<file path="config.mk">
export PLATFORM = sky130hd
export DESIGN_NAME = calc_input_ctrl
export DESIGN_NICKNAME = d
export VERILOG_FILES = /design/src/rtl/calc_input_ctrl.sv
export SDC_FILE = /design/constraint.sdc
export NUM_CORES = 1
export LEC_CHECK = 0
export BUFFER_PORTS_ARGS = -buffer_cell sky130_fd_sc_hd__buf_2
export CAP_MARGIN = 20
export CORE_MARGIN = 3
export CORE_UTILIZATION = 42
export CTS_BUF_LIST = sky130_fd_sc_hd__clkbuf_8
export DETAILED_ROUTE_END_ITERATION = 10
export GPL_TIMING_DRIVEN = 0
export PLACE_DENSITY_LB_ADDON = 0.1
export SYNTH_ARGS = -nofsm -noshare
export SYNTH_HDL_FRONTEND = slang
export SYNTH_SLANG_ARGS = --single-unit
</file>
<file path="constraint.sdc">
create_clock -name clk -period 2.2 [get_ports clk]
set_input_delay 0.44 -clock clk [delete_from_list [all_inputs] [get_ports clk]]
set_output_delay 0.44 -clock clk [all_outputs]
set_load 0.01 [all_outputs]
</file>
<file path="src/rtl/calc_input_ctrl.sv">
`default_nettype none
// ============================================================================
// calc_input_ctrl : button/switch conditioning and three-state operand entry
//                   for the ALU stage. Optional macro: CALC_INPUT_DEBOUNCE_EN.
// Revision        : 1.0
// ============================================================================
module calc_input_ctrl #(
    parameter int unsigned DEBOUNCE_CYCLES = 250000
) (
    input  logic       clk,
    input  logic       reset,
    input  logic       btn_enter,
    input  logic       btn_clear,
    input  logic [3:0] sw_value,
    input  logic       sw_operation,
    input  logic       sw_sign,
    output logic [3:0] op1,
    output logic [3:0] op2,
    output logic       operation,
    output logic       sign,
    output logic       result_valid,
    output logic [1:0] entry_state
);

    localparam int unsigned BTN_ENTER = 0;
    localparam int unsigned BTN_CLEAR = 1;

    // Values outside 1..2^20-1 have no meaningful debounce window.
    if (DEBOUNCE_CYCLES < 1 || DEBOUNCE_CYCLES > 1048575) begin : g_bad_debounce_cycles
    end

    logic [1:0] btn_meta_q;
    logic [1:0] btn_sync_q;
    logic [3:0] val_meta_q;
    logic [3:0] val_sync_q;
    logic       opsel_meta_q;
    logic       opsel_sync_q;
    logic       sgn_meta_q;
    logic       sgn_sync_q;

    always_ff @(posedge clk) begin
        if (reset) begin
            btn_meta_q   <= '0;
            btn_sync_q   <= '0;
            val_meta_q   <= '0;
            val_sync_q   <= '0;
            opsel_meta_q <= 1'b0;
            opsel_sync_q <= 1'b0;
            sgn_meta_q   <= 1'b0;
            sgn_sync_q   <= 1'b0;
        end else begin
            btn_meta_q   <= {btn_clear, btn_enter};
            btn_sync_q   <= btn_meta_q;
            val_meta_q   <= sw_value;
            val_sync_q   <= val_meta_q;
            opsel_meta_q <= sw_operation;
            opsel_sync_q <= opsel_meta_q;
            sgn_meta_q   <= sw_sign;
            sgn_sync_q   <= sgn_meta_q;
        end
    end

    logic [1:0] db;

`ifdef CALC_INPUT_DEBOUNCE_EN
    localparam int unsigned      CNT_W    = $clog2(DEBOUNCE_CYCLES + 1);
    localparam logic [CNT_W-1:0] CNT_LAST = CNT_W'(DEBOUNCE_CYCLES - 1);
    localparam logic [CNT_W-1:0] CNT_MAX  = '1;

    for (genvar b = 0; b < 2; b++) begin : g_debounce
        logic [CNT_W-1:0] cnt_q;
        logic [CNT_W-1:0] cnt_d;
        logic             db_q;
        logic             db_d;
        logic             armed_q;
        logic             armed_d;

        always_ff @(posedge clk) begin
            if (reset) begin
                cnt_q   <= '0;
                db_q    <= 1'b0;
                armed_q <= 1'b0;
            end else begin
                cnt_q   <= cnt_d;
                db_q    <= db_d;
                armed_q <= armed_d;
            end
        end

        // Until armed, the counter measures a stable-low stretch, so a button
        // held through reset must be released before it can register again.
        always_comb begin
            cnt_d   = cnt_q;
            db_d    = db_q;
            armed_d = armed_q;
            if (!armed_q) begin
                if (btn_sync_q[b]) begin
                    cnt_d = '0;
                end else if (cnt_q == CNT_LAST) begin
                    armed_d = 1'b1;
                    cnt_d   = '0;
                end else begin
                    cnt_d = cnt_q + 1'b1;
                end
            end else if (btn_sync_q[b] != db_q) begin
                if (cnt_q == CNT_LAST) begin
                    db_d  = btn_sync_q[b];
                    cnt_d = '0;
                end else if (cnt_q != CNT_MAX) begin
                    cnt_d = cnt_q + 1'b1;
                end
            end else begin
                cnt_d = '0;
            end
        end

        assign db[b] = db_q;
    end
`else
    assign db = btn_sync_q;
`endif

    logic [1:0] db_prev_q;
    logic [1:0] press_q;

    always_ff @(posedge clk) begin
        if (reset) begin
            db_prev_q <= '0;
            press_q   <= '0;
        end else begin
            db_prev_q <= db;
            press_q   <= db & ~db_prev_q;
        end
    end

    logic enter_press;
    logic clear_press;
    assign enter_press = press_q[BTN_ENTER];
    assign clear_press = press_q[BTN_CLEAR];

    typedef enum logic [1:0] {
        ST_ENTER_OP1 = 2'b00,
        ST_ENTER_OP2 = 2'b01,
        ST_SHOW      = 2'b10
    } state_e;

    state_e     state_q;
    state_e     state_d;
    logic [3:0] op1_q;
    logic [3:0] op1_d;
    logic [3:0] op2_q;
    logic [3:0] op2_d;
    logic       operation_q;
    logic       operation_d;
    logic       sign_q;
    logic       sign_d;
    logic       result_valid_q;

    always_ff @(posedge clk) begin
        if (reset) begin
            state_q        <= ST_ENTER_OP1;
            op1_q          <= '0;
            op2_q          <= '0;
            operation_q    <= 1'b0;
            sign_q         <= 1'b0;
            result_valid_q <= 1'b0;
        end else begin
            state_q        <= state_d;
            op1_q          <= op1_d;
            op2_q          <= op2_d;
            operation_q    <= operation_d;
            sign_q         <= sign_d;
            result_valid_q <= (state_d == ST_SHOW);
        end
    end

    // Clear outranks enter when both pulses land in the same cycle.
    always_comb begin
        state_d     = state_q;
        op1_d       = op1_q;
        op2_d       = op2_q;
        operation_d = operation_q;
        sign_d      = sign_q;
        if (clear_press) begin
            state_d     = ST_ENTER_OP1;
            op1_d       = '0;
            op2_d       = '0;
            operation_d = 1'b0;
            sign_d      = 1'b0;
        end else if (enter_press) begin
            case (state_q)
                ST_ENTER_OP1: begin
                    op1_d   = val_sync_q;
                    state_d = ST_ENTER_OP2;
                end
                ST_ENTER_OP2: begin
                    op2_d       = val_sync_q;
                    operation_d = opsel_sync_q;
                    sign_d      = sgn_sync_q;
                    state_d     = ST_SHOW;
                end
                ST_SHOW: begin
                    state_d = ST_ENTER_OP1;
                end
                default: begin
                    state_d = ST_ENTER_OP1;
                end
            endcase
        end
    end

    assign op1          = op1_q;
    assign op2          = op2_q;
    assign operation    = operation_q;
    assign sign         = sign_q;
    assign result_valid = result_valid_q;
    assign entry_state  = state_q;

endmodule
`default_nettype wire

</file>
==> results list, run 1 <==
- The flow ran to the end, and the final reports show no timing, DRC or antenna violations.
- Area of the multi-input gates: 444.2 µm²
* Longest individual stage delay on the worst path: 0.44 ns
- The number of nets in the synthesized netlist is 103.
* Post-layout net count: 132
* Antenna Violating Nets Remaining: 0
- Max FO, Critical Path: 6
- Final Cycle Share: 0.6083
- Setup violations remaining at the end of the flow were counted as 0.
- Setup total negative slack on the finished layout was measured at 0 ns.
- The floorplan step defined a die boundary enclosing 3369 µm².
* Family with the most delay on the worst path: flip-flops
* Critical register-to-register path endpoint: operation
* Total inserted antenna cells: 0
* CTS tree: yes
* Syn_area_per_cell: 12.23 µm²
* DIE WIDTH: 58.04 µm
- The worst hold path terminates at btn_meta_q[1].
- Max Slew Vio Count: 0
- The synthesized design contains 0 enable-type register cells.
* Maximum number of pins on one net before global-route repair: 11
- The final route contains 684 vias.
- CTS clk-pin slew, worst paths: 0.06 ns
* Worst hold path stage count: 2
- Kind of start point of the critical path: register
* Global route overflow: 0
- The critical path is of the reg -> out type.
- Via count of the first global-routing pass: 632
- The startpoint identified for the worst register-to-register timing path is entry_state[0].
- Core Region: 2522 µm²
- After detailed routing, the average wire length per cell comes to 11.42 µm.
- Distinct cells, synth: 16
* Async SR Flop Fraction: 0
* Fraction of final layout cells sized beyond drive strength 1: 0.3223
* Area leader, netlist: sky130_fd_sc_hd__dfxtp_1
- The worst register-to-register path has a depth of 2.
* Peak supply drop: 0.0005431 V
* Most common flop cell mapped by yosys: sky130_fd_sc_hd__dfxtp_1
* Via count normalized by instance count: 4.530
- Sequential cell area fraction in the yosys report: 0.5809
- For the worst-skew pair, the clock arrives at the later sink with an insertion delay of 0.28 ns.
- Leading post-synthesis cells by instance count: sky130_fd_sc_hd__dfxtp_1 (33), sky130_fd_sc_hd__nor2b_1 (21), sky130_fd_sc_hd__mux2i_1 (8), sky130_fd_sc_hd__or3b_1 (8), sky130_fd_sc_hd__nor3b_1 (5)
* Placement row count: 18
* Unrepaired setup endpoints after global routing: false
- Cells traversed along the worst timing path: buf_2
* Number of setup buffers added after CTS: 0
- Worst path buffer plus inverter count: 1
- Max Fclk: 747.3 MHz
* DRT Wirelength: 1724 µm
- Vert. Die Dim: 58.04 µm
* Transition time at the pin with the least slew margin: 0.3800 ns
* Effective utilization at floorplan: 0.4509
* Worst-case clock skew: 0.006783 ns
* Half-perimeter wire length after detailed placement: 1182 µm
- #FFs+latches synth: 33
- Cell types occupying the most area after synthesis: sky130_fd_sc_hd__dfxtp_1 (58%), sky130_fd_sc_hd__nor2b_1 (12%), sky130_fd_sc_hd__mux2i_1 (7.0%)
- In this run the count of I/O pins placed on the die edge is 23.
- For the worst setup path, the data arrival time is 0.90 ns.
- The longest clock path from root to sink contains 2 buffers.
- Post-layout minimum cycle time: 1.338 ns
- WP depth: 1
- Number of max-cap violations: 0
- Deepest level of the CTS H-tree: 2
- The worst hold path belongs to the class in -> reg.
* Count of input and output buffers: 22
* Total track usage: 0.1237
- Min setup slack post-route: 0.8618 ns
- Growth of design area from synthesis to finish: 19.47%
- Across the whole layout, storage elements account for 660.6 µm².
- Max-slew headroom: 0.7464
- Endpoint class of the critical path: output pin
- Number of design rule violations left after detail routing: 0
* Gpl congestion: 0.7470
- The mapped netlist covers 1137 µm².
- Number of buffers created by CTS: 5
- Count of clock tree sinks: 33
* Hold Fails Final Rpt: 0
- Yosys printed 0 warnings.
* Top-count cell post-synth: sky130_fd_sc_hd__dfxtp_1
* Setup slack on the worst flop-to-flop path: 1.02 ns
- At the placement stage, the worst setup path has a slack of 0.9170 ns.
- Number of fillers in the final layout: 247
- In this run, post-CTS hold repair placed 0 buffers.
* Global-route wire length before repair: 2932 µm
* Number of antenna violations at the first check in global routing: 0
- Power per standard cell area: 780.5 nW/µm²
* Initial drt markers: 14
- The slowest stage of the critical path is the sky130_fd_sc_hd__dfxtp_1 cell.
- 1st-pass router iterations: 4
- Worst hold path startpoint: btn_clear
- Post-CTS repair changed the size of 0 cells.
- Synthesis handed over a netlist of 93 instances.
- At the worst endpoint, the required time is 1.76 ns.
* Static power due to leakage: 0.5956 nW
- The root buffer cell chosen for the clock tree is sky130_fd_sc_hd__clkbuf_8.
* Synth top area share: 0.5809
==> kinds of logic (layout without fill, tap and decap cells) <==
| group | after synthesis | after routing | share of synthesized area |
|---|---|---|---|
| multiplexers | 10 | 10 | 0.09021 |
| buffers and inverters | 4 | 32 | 0.02860 |
| AND/OR/NAND/NOR | 43 | 43 | 0.2805 |
| flip-flops | 33 | 33 | 0.5809 |
| AO/OA/AOI/OAI | 3 | 3 | 0.01980 |
==> flip-flops by register name, summed over array words and instances (netlist names) <==
register and cells:
op1 4, op2 4, val_meta_q 4, val_sync_q 4, btn_meta_q 2, btn_sync_q 2, db_prev_q 2, entry_state 2
press_q 2, operation 1, opsel_meta_q 1, opsel_sync_q 1, result_valid 1, sgn_meta_q 1, sgn_sync_q 1, sign 1
==> layout make-up <==
class,count,share of cell area
buffer,4,0.02394
clock buffer,5,0.05064
sequential,33,0.4862
clock inverter,1,0.003683
multi-input combinational,56,0.3269
timing repair buffer,22,0.08103
tap,30,0.02762
==> metrics by stage <==
step	instances	total power, mW	hold WS, ns	util	cell area, µm²
floorplan	93	0.6607	0.3674	-	1137
global placement	145	0.6762	0.3747	0.5094	1285
detailed placement	145	0.6771	0.3729	0.5094	1285
CTS	151	1.076	0.3613	0.5387	1359
global route	151	1.108	0.3688	0.5387	1359
finish	151	1.061	0.3676	0.5387	1359
==> cells in the final DEF, fill, tap and decap left out <==
cell type / count
sky130_fd_sc_hd__clkbuf_8: 5
sky130_fd_sc_hd__nor3b_4: 1
sky130_fd_sc_hd__nor3b_1: 5
sky130_fd_sc_hd__or3b_2: 4
sky130_fd_sc_hd__nor2_1: 1
sky130_fd_sc_hd__clkinv_2: 1
sky130_fd_sc_hd__o21a_1: 2
sky130_fd_sc_hd__mux2_2: 2
sky130_fd_sc_hd__nand3b_1: 1
sky130_fd_sc_hd__dfxtp_1: 33
sky130_fd_sc_hd__a21boi_0: 1
sky130_fd_sc_hd__or3b_1: 8
sky130_fd_sc_hd__and3b_1: 1
sky130_fd_sc_hd__nand2b_1: 1
sky130_fd_sc_hd__buf_6: 2
sky130_fd_sc_hd__mux2i_1: 8
sky130_fd_sc_hd__nor2b_1: 21
sky130_fd_sc_hd__buf_2: 24
==> per-layer routing <==
metal / vias up / share of wire / global-route usage
li1: 369 / - / -
met1: 289 / 0.49 / 0.1338
met2: 21 / 0.40 / 0.1855
met3: 5 / 0.084 / 0.07572
met4: 0 / 0.025 / 0.06954
met5: - / 0 / 0
==> power by group <==
part / switching, mW / internal (mW) / leakage (nW)
clock network: 0.190 / 0.207 / 0.0399
logic: 0.0191 / 0.0241 / 0.286
registers: 0.00528 / 0.614 / 0.270
total: 0.215 / 0.846 / 0.596
==> how the worst max path moves through the flow <==
stage	startpoint	to	slack [ns]
floorplan	entry_state[0]	operation	1.06
global placement	reset	op2[2]	0.93
detailed placement	reset	operation	0.92
CTS	entry_state[0]	entry_state[0]	0.86
global route	entry_state[0]	entry_state[0]	0.82
finish	entry_state[0]	entry_state[0]	0.86
Power figures use the tool's default switching activity.
==> run 2, diff against run 1 <==
ABC_AREA = 1   (was default)
clock period = 1.34 ns   (was 2.2 ns; I/O delays follow)
==> run 2 against run 1 <==
Final area increased by 1.1%. Sequential cell count unchanged. Core utilization increased by 1.1 points. Clock-buffer cell count increased by 1. First-iteration DRC count increased by 79%. Area after synthesis decreased by 2.4%. Highest routed layer unchanged. Hold slack got worse by 0.18 ns. Via count increased by 22%. Sequential share of layout area decreased by 0.53 points. Synthesized cell count increased by 51%. Die area decreased by 2.2%. Global-route usage decreased by 0.40 points.
==> results list, run 2 <==
* Run status: finished, final reports clean
- Most common flop cell mapped by yosys: sky130_fd_sc_hd__dfxtp_1
- The routed design could run at a clock period as short as 1.158 ns.
- DRT Wirelength: 1700 µm (-1.4%)
* Total track usage: 0.1196 (-0.004042)
* CTS clk-pin slew, worst paths: 0.06 ns (about the same)
- GR Util met1: 0.1248 (-0.008968)
- Worst EP required: 1.07 ns (-0.69 ns)
* Leading post-synthesis cells by instance count: sky130_fd_sc_hd__nor2_1 (34), sky130_fd_sc_hd__dfxtp_1 (33), sky130_fd_sc_hd__inv_1 (31), sky130_fd_sc_hd__nand2_1 (22), sky130_fd_sc_hd__a21oi_1 (4)
- The post-layout net count was 179 (+36%).
- STA classifies the critical path startpoint as a register.
* Via count normalized by instance count: 4.185 (-7.6%)
* Worst path buffer plus inverter count: 1 (unchanged)
* Peak supply drop: 0.0009215 V (+70%)
- The count of different cell masters after synthesis was 15 (-1).
- Max Fclk: 863.8 MHz
- Leaving out fill and tap cells, the most frequent cell in the layout is sky130_fd_sc_hd__nor2_1.
- The power density relative to cell area is 1488 nW/µm² (+91%).
- The final standard cell count with taps included and fillers excluded was 200 (+32%).
- Growth of design area from synthesis to finish: 23.79%
- Family with the most delay on the worst path: flip-flops
* Number of max-cap violations: 0 (unchanged)
- Worst Hold Class: in -> reg
* Sequential cell area fraction in the yosys report: 0.5953 (+0.01441)
- Tot Pwr: 2.045 mW (+93%)
- TNS Setup: 0 ns (unchanged)
- Post-Route Utilization: 0.5496 (+0.01086)
- The length of the first detailed-routing pass in iterations is 4 (unchanged).
* Endpoint class of the critical path: output pin
* Number of buffers on the longest clock path: 2 (unchanged)
- Among all stages on the critical path, the largest delay is contributed by sky130_fd_sc_hd__dfxtp_1.
- Data arrival time at the worst-slack endpoint: 0.89 ns (about the same)
* Number of setup buffers added after CTS: 0 (unchanged)
- Placement row count: 18 (unchanged)
- Most Used Layer, Global Route: met2
- Static power due to leakage: 0.7270 nW (+22%)
- Longest individual stage delay on the worst path: 0.44 ns (about the same)
* Net switching power figure: 0.3979 mW (+85%)
* Half-perimeter wire length after detailed placement: 1232 µm (+4.2%)
- The number of routed nets with antenna violations was 0 (unchanged).
- Drt wl/cell: 8.500 µm (-26%)
- Met2 GRT Util: 0.1968 (+0.01129)
- Power share of the sequential group: 0.500 (-0.084)
* Met3 GRT Util: 0.04072 (-0.03500)
- CTS hold repair buffers: 0 (unchanged)
* Async SR Flop Fraction: 0 (unchanged)
- The initial core utilization is 0.4439 (-0.006949).
- In this run the clock root is driven by a sky130_fd_sc_hd__clkbuf_8.
- Total inserted antenna cells: 0 (unchanged)
- Max FO, Critical Path: 6 (unchanged)
- The placeable core area was 2500 µm² (-0.89%).
- Hold Fails Final Rpt: 0 (unchanged)
- Cells traversed along the worst timing path: buf_2
* EDFF count, synth: 0 (unchanged)
* Sw frac: 0.1946 (-0.007842)
- Hold Worst Slack: 0.1885 ns (-0.1791 ns)
* DIE WIDTH: 57.41 µm (-1.1%)
- The Yosys warning count was 0 (unchanged).
* Most frequent cells in the layout: sky130_fd_sc_hd__nor2_1 (34), sky130_fd_sc_hd__dfxtp_1 (33), sky130_fd_sc_hd__inv_1 (32)
- The number of placed cells counting well taps came to 192 (+32%).
- Initial drt markers: 25 (+11)
* Fraction of final layout cells sized beyond drive strength 1: 0.2000 (-0.1223)
* Combinational cell fraction of total power: 0.042 (about the same)
- The die height is 57.41 µm (-1.1%).
* Final Cycle Share: 0.8639
- The clock share of power is 0.458 (+0.083).
- The cell area after synthesis came to 1110 µm² (-2.4%).
- The clock sink count came to 33 (unchanged).
- The initial antenna violation count is 0 (unchanged).
- The routed via count was 837 (+22%).
- The internal portion of total power came to 1.647 mW (+95%).
- Count of input and output buffers: 22 (unchanged)
- The residual overflow from global routing is 0 (unchanged).
- Max-slew headroom: 0.7400 (-0.006424)
- Max Slew Vio Count: 0 (unchanged)
- Synthesized netlist net count: 150 (+46%)
- Number of buffers created by CTS: 5 (unchanged)
* CTS tree: yes
- The number of top-level pins was 23 (unchanged).
- Area leader, netlist: sky130_fd_sc_hd__dfxtp_1
- The number of inserted filler cells in the final layout is 238 (-3.6%).
- Deepest level of the CTS H-tree: 2 (unchanged)
- Kind of critical path: reg -> out
- The number of global-route vias before repair was 747 (+18%).
* Total Die Area: 3295 µm² (-2.2%)
- The average size of a mapped cell was 7.927 µm² (-35%).
- Maximum number of pins on one net before global-route repair: 11 (unchanged)
- Cells resized by post-CTS repair: 0 (unchanged)
- Unrepaired setup endpoints after global routing: false
- In the post-synthesis netlist, the cell with the most instances is sky130_fd_sc_hd__nor2_1.
- Cell types occupying the most area after synthesis: sky130_fd_sc_hd__dfxtp_1 (60%), sky130_fd_sc_hd__nor2_1 (11%), sky130_fd_sc_hd__inv_1 (10%)
- Transition time at the pin with the least slew margin: 0.3901 ns (+0.01004 ns)
- The proportion of netlist area held by the largest area contributor came to 0.5953 (+0.01441).
* Gpl congestion: 0.7985 (+6.9%)
- Global-route wire length before repair: 2967 µm (+1.2%)
- The setup violation total in the final timing report is 0 (unchanged).
- Number of design rule violations left after detail routing: 0 (unchanged)
* Synthesized instance count: 140 (+51%)
- #FFs+latches synth: 33 (unchanged)
- The clock latency on the worst-skew pair is 0.28 ns (about the same).
- The largest clock skew in the final design is 0.003662 ns (-0.003121 ns).
[run 2: worst paths after layout]
path                   from              to  slack [ns]  cells after the start
max          entry_state[0]  entry_state[0]        0.18                      1
min reg2reg    db_prev_q[0]      press_q[0]        0.39                      1
max reg2reg  entry_state[0]          op1[1]        0.30                      4
min               btn_clear   btn_meta_q[1]        0.19                      3
[run 2: power by group through the flow]
stage / registers (mW) / clock network [mW] / logic (mW)
after global routing: 1.03 / 1.00 / 0.0992
after detailed placement: 1.05 / 0 / 0.0870
after CTS: 1.02 / 0.966 / 0.0870
final: 1.02 / 0.936 / 0.0851
after global placement: 1.04 / 0 / 0.0842
after floorplan: 1.05 / 0 / 0.0543
[run 2: final cells by class]
cell class / instances / area, µm² / share of cell area
multi-input combinational: 71 / 304.0 / 0.2213
sequential: 33 / 660.6 / 0.4809
clock inverter: 2 / 33.78 / 0.02459
buffer: 5 / 28.78 / 0.02095
clock buffer: 6 / 82.58 / 0.06011
tap: 30 / 37.54 / 0.02732
inverter: 31 / 116.4 / 0.08470
timing repair buffer: 22 / 110.1 / 0.08015
[run 2: through the flow]
stage	area [µm²]	setup WS, ns
6_report	1374	0.1823
5_1_grt	1374	0.1249
4_1_cts	1374	0.1700
3_5_place_dp	1257	0.3092
3_3_place_gp	1257	0.3179
2_1_floorplan	1110	0.4039
[run 2: per-layer routing]
layer	vias up	wire, µm
met1	354	756
met5	-	0
met3	5	115
li1	460	-
met2	18	785
met4	0	42
[run 2: kinds of logic after synthesis]
kind of cell	count (synthesis)	share of synthesized area
buf+inv	36	0.1308
compound gates	5	0.02481
simple gates	66	0.2491
flops	33	0.5953
[run 2: worst reg2reg max path: stages, from the launching register on]
cell and delay [ns]:
sky130_fd_sc_hd__dfxtp_1 0.37, sky130_fd_sc_hd__nor2_2 0.32, sky130_fd_sc_hd__nand3b_1 0.13, sky130_fd_sc_hd__nand2_1 0.08
sky130_fd_sc_hd__nor2_1 0.04
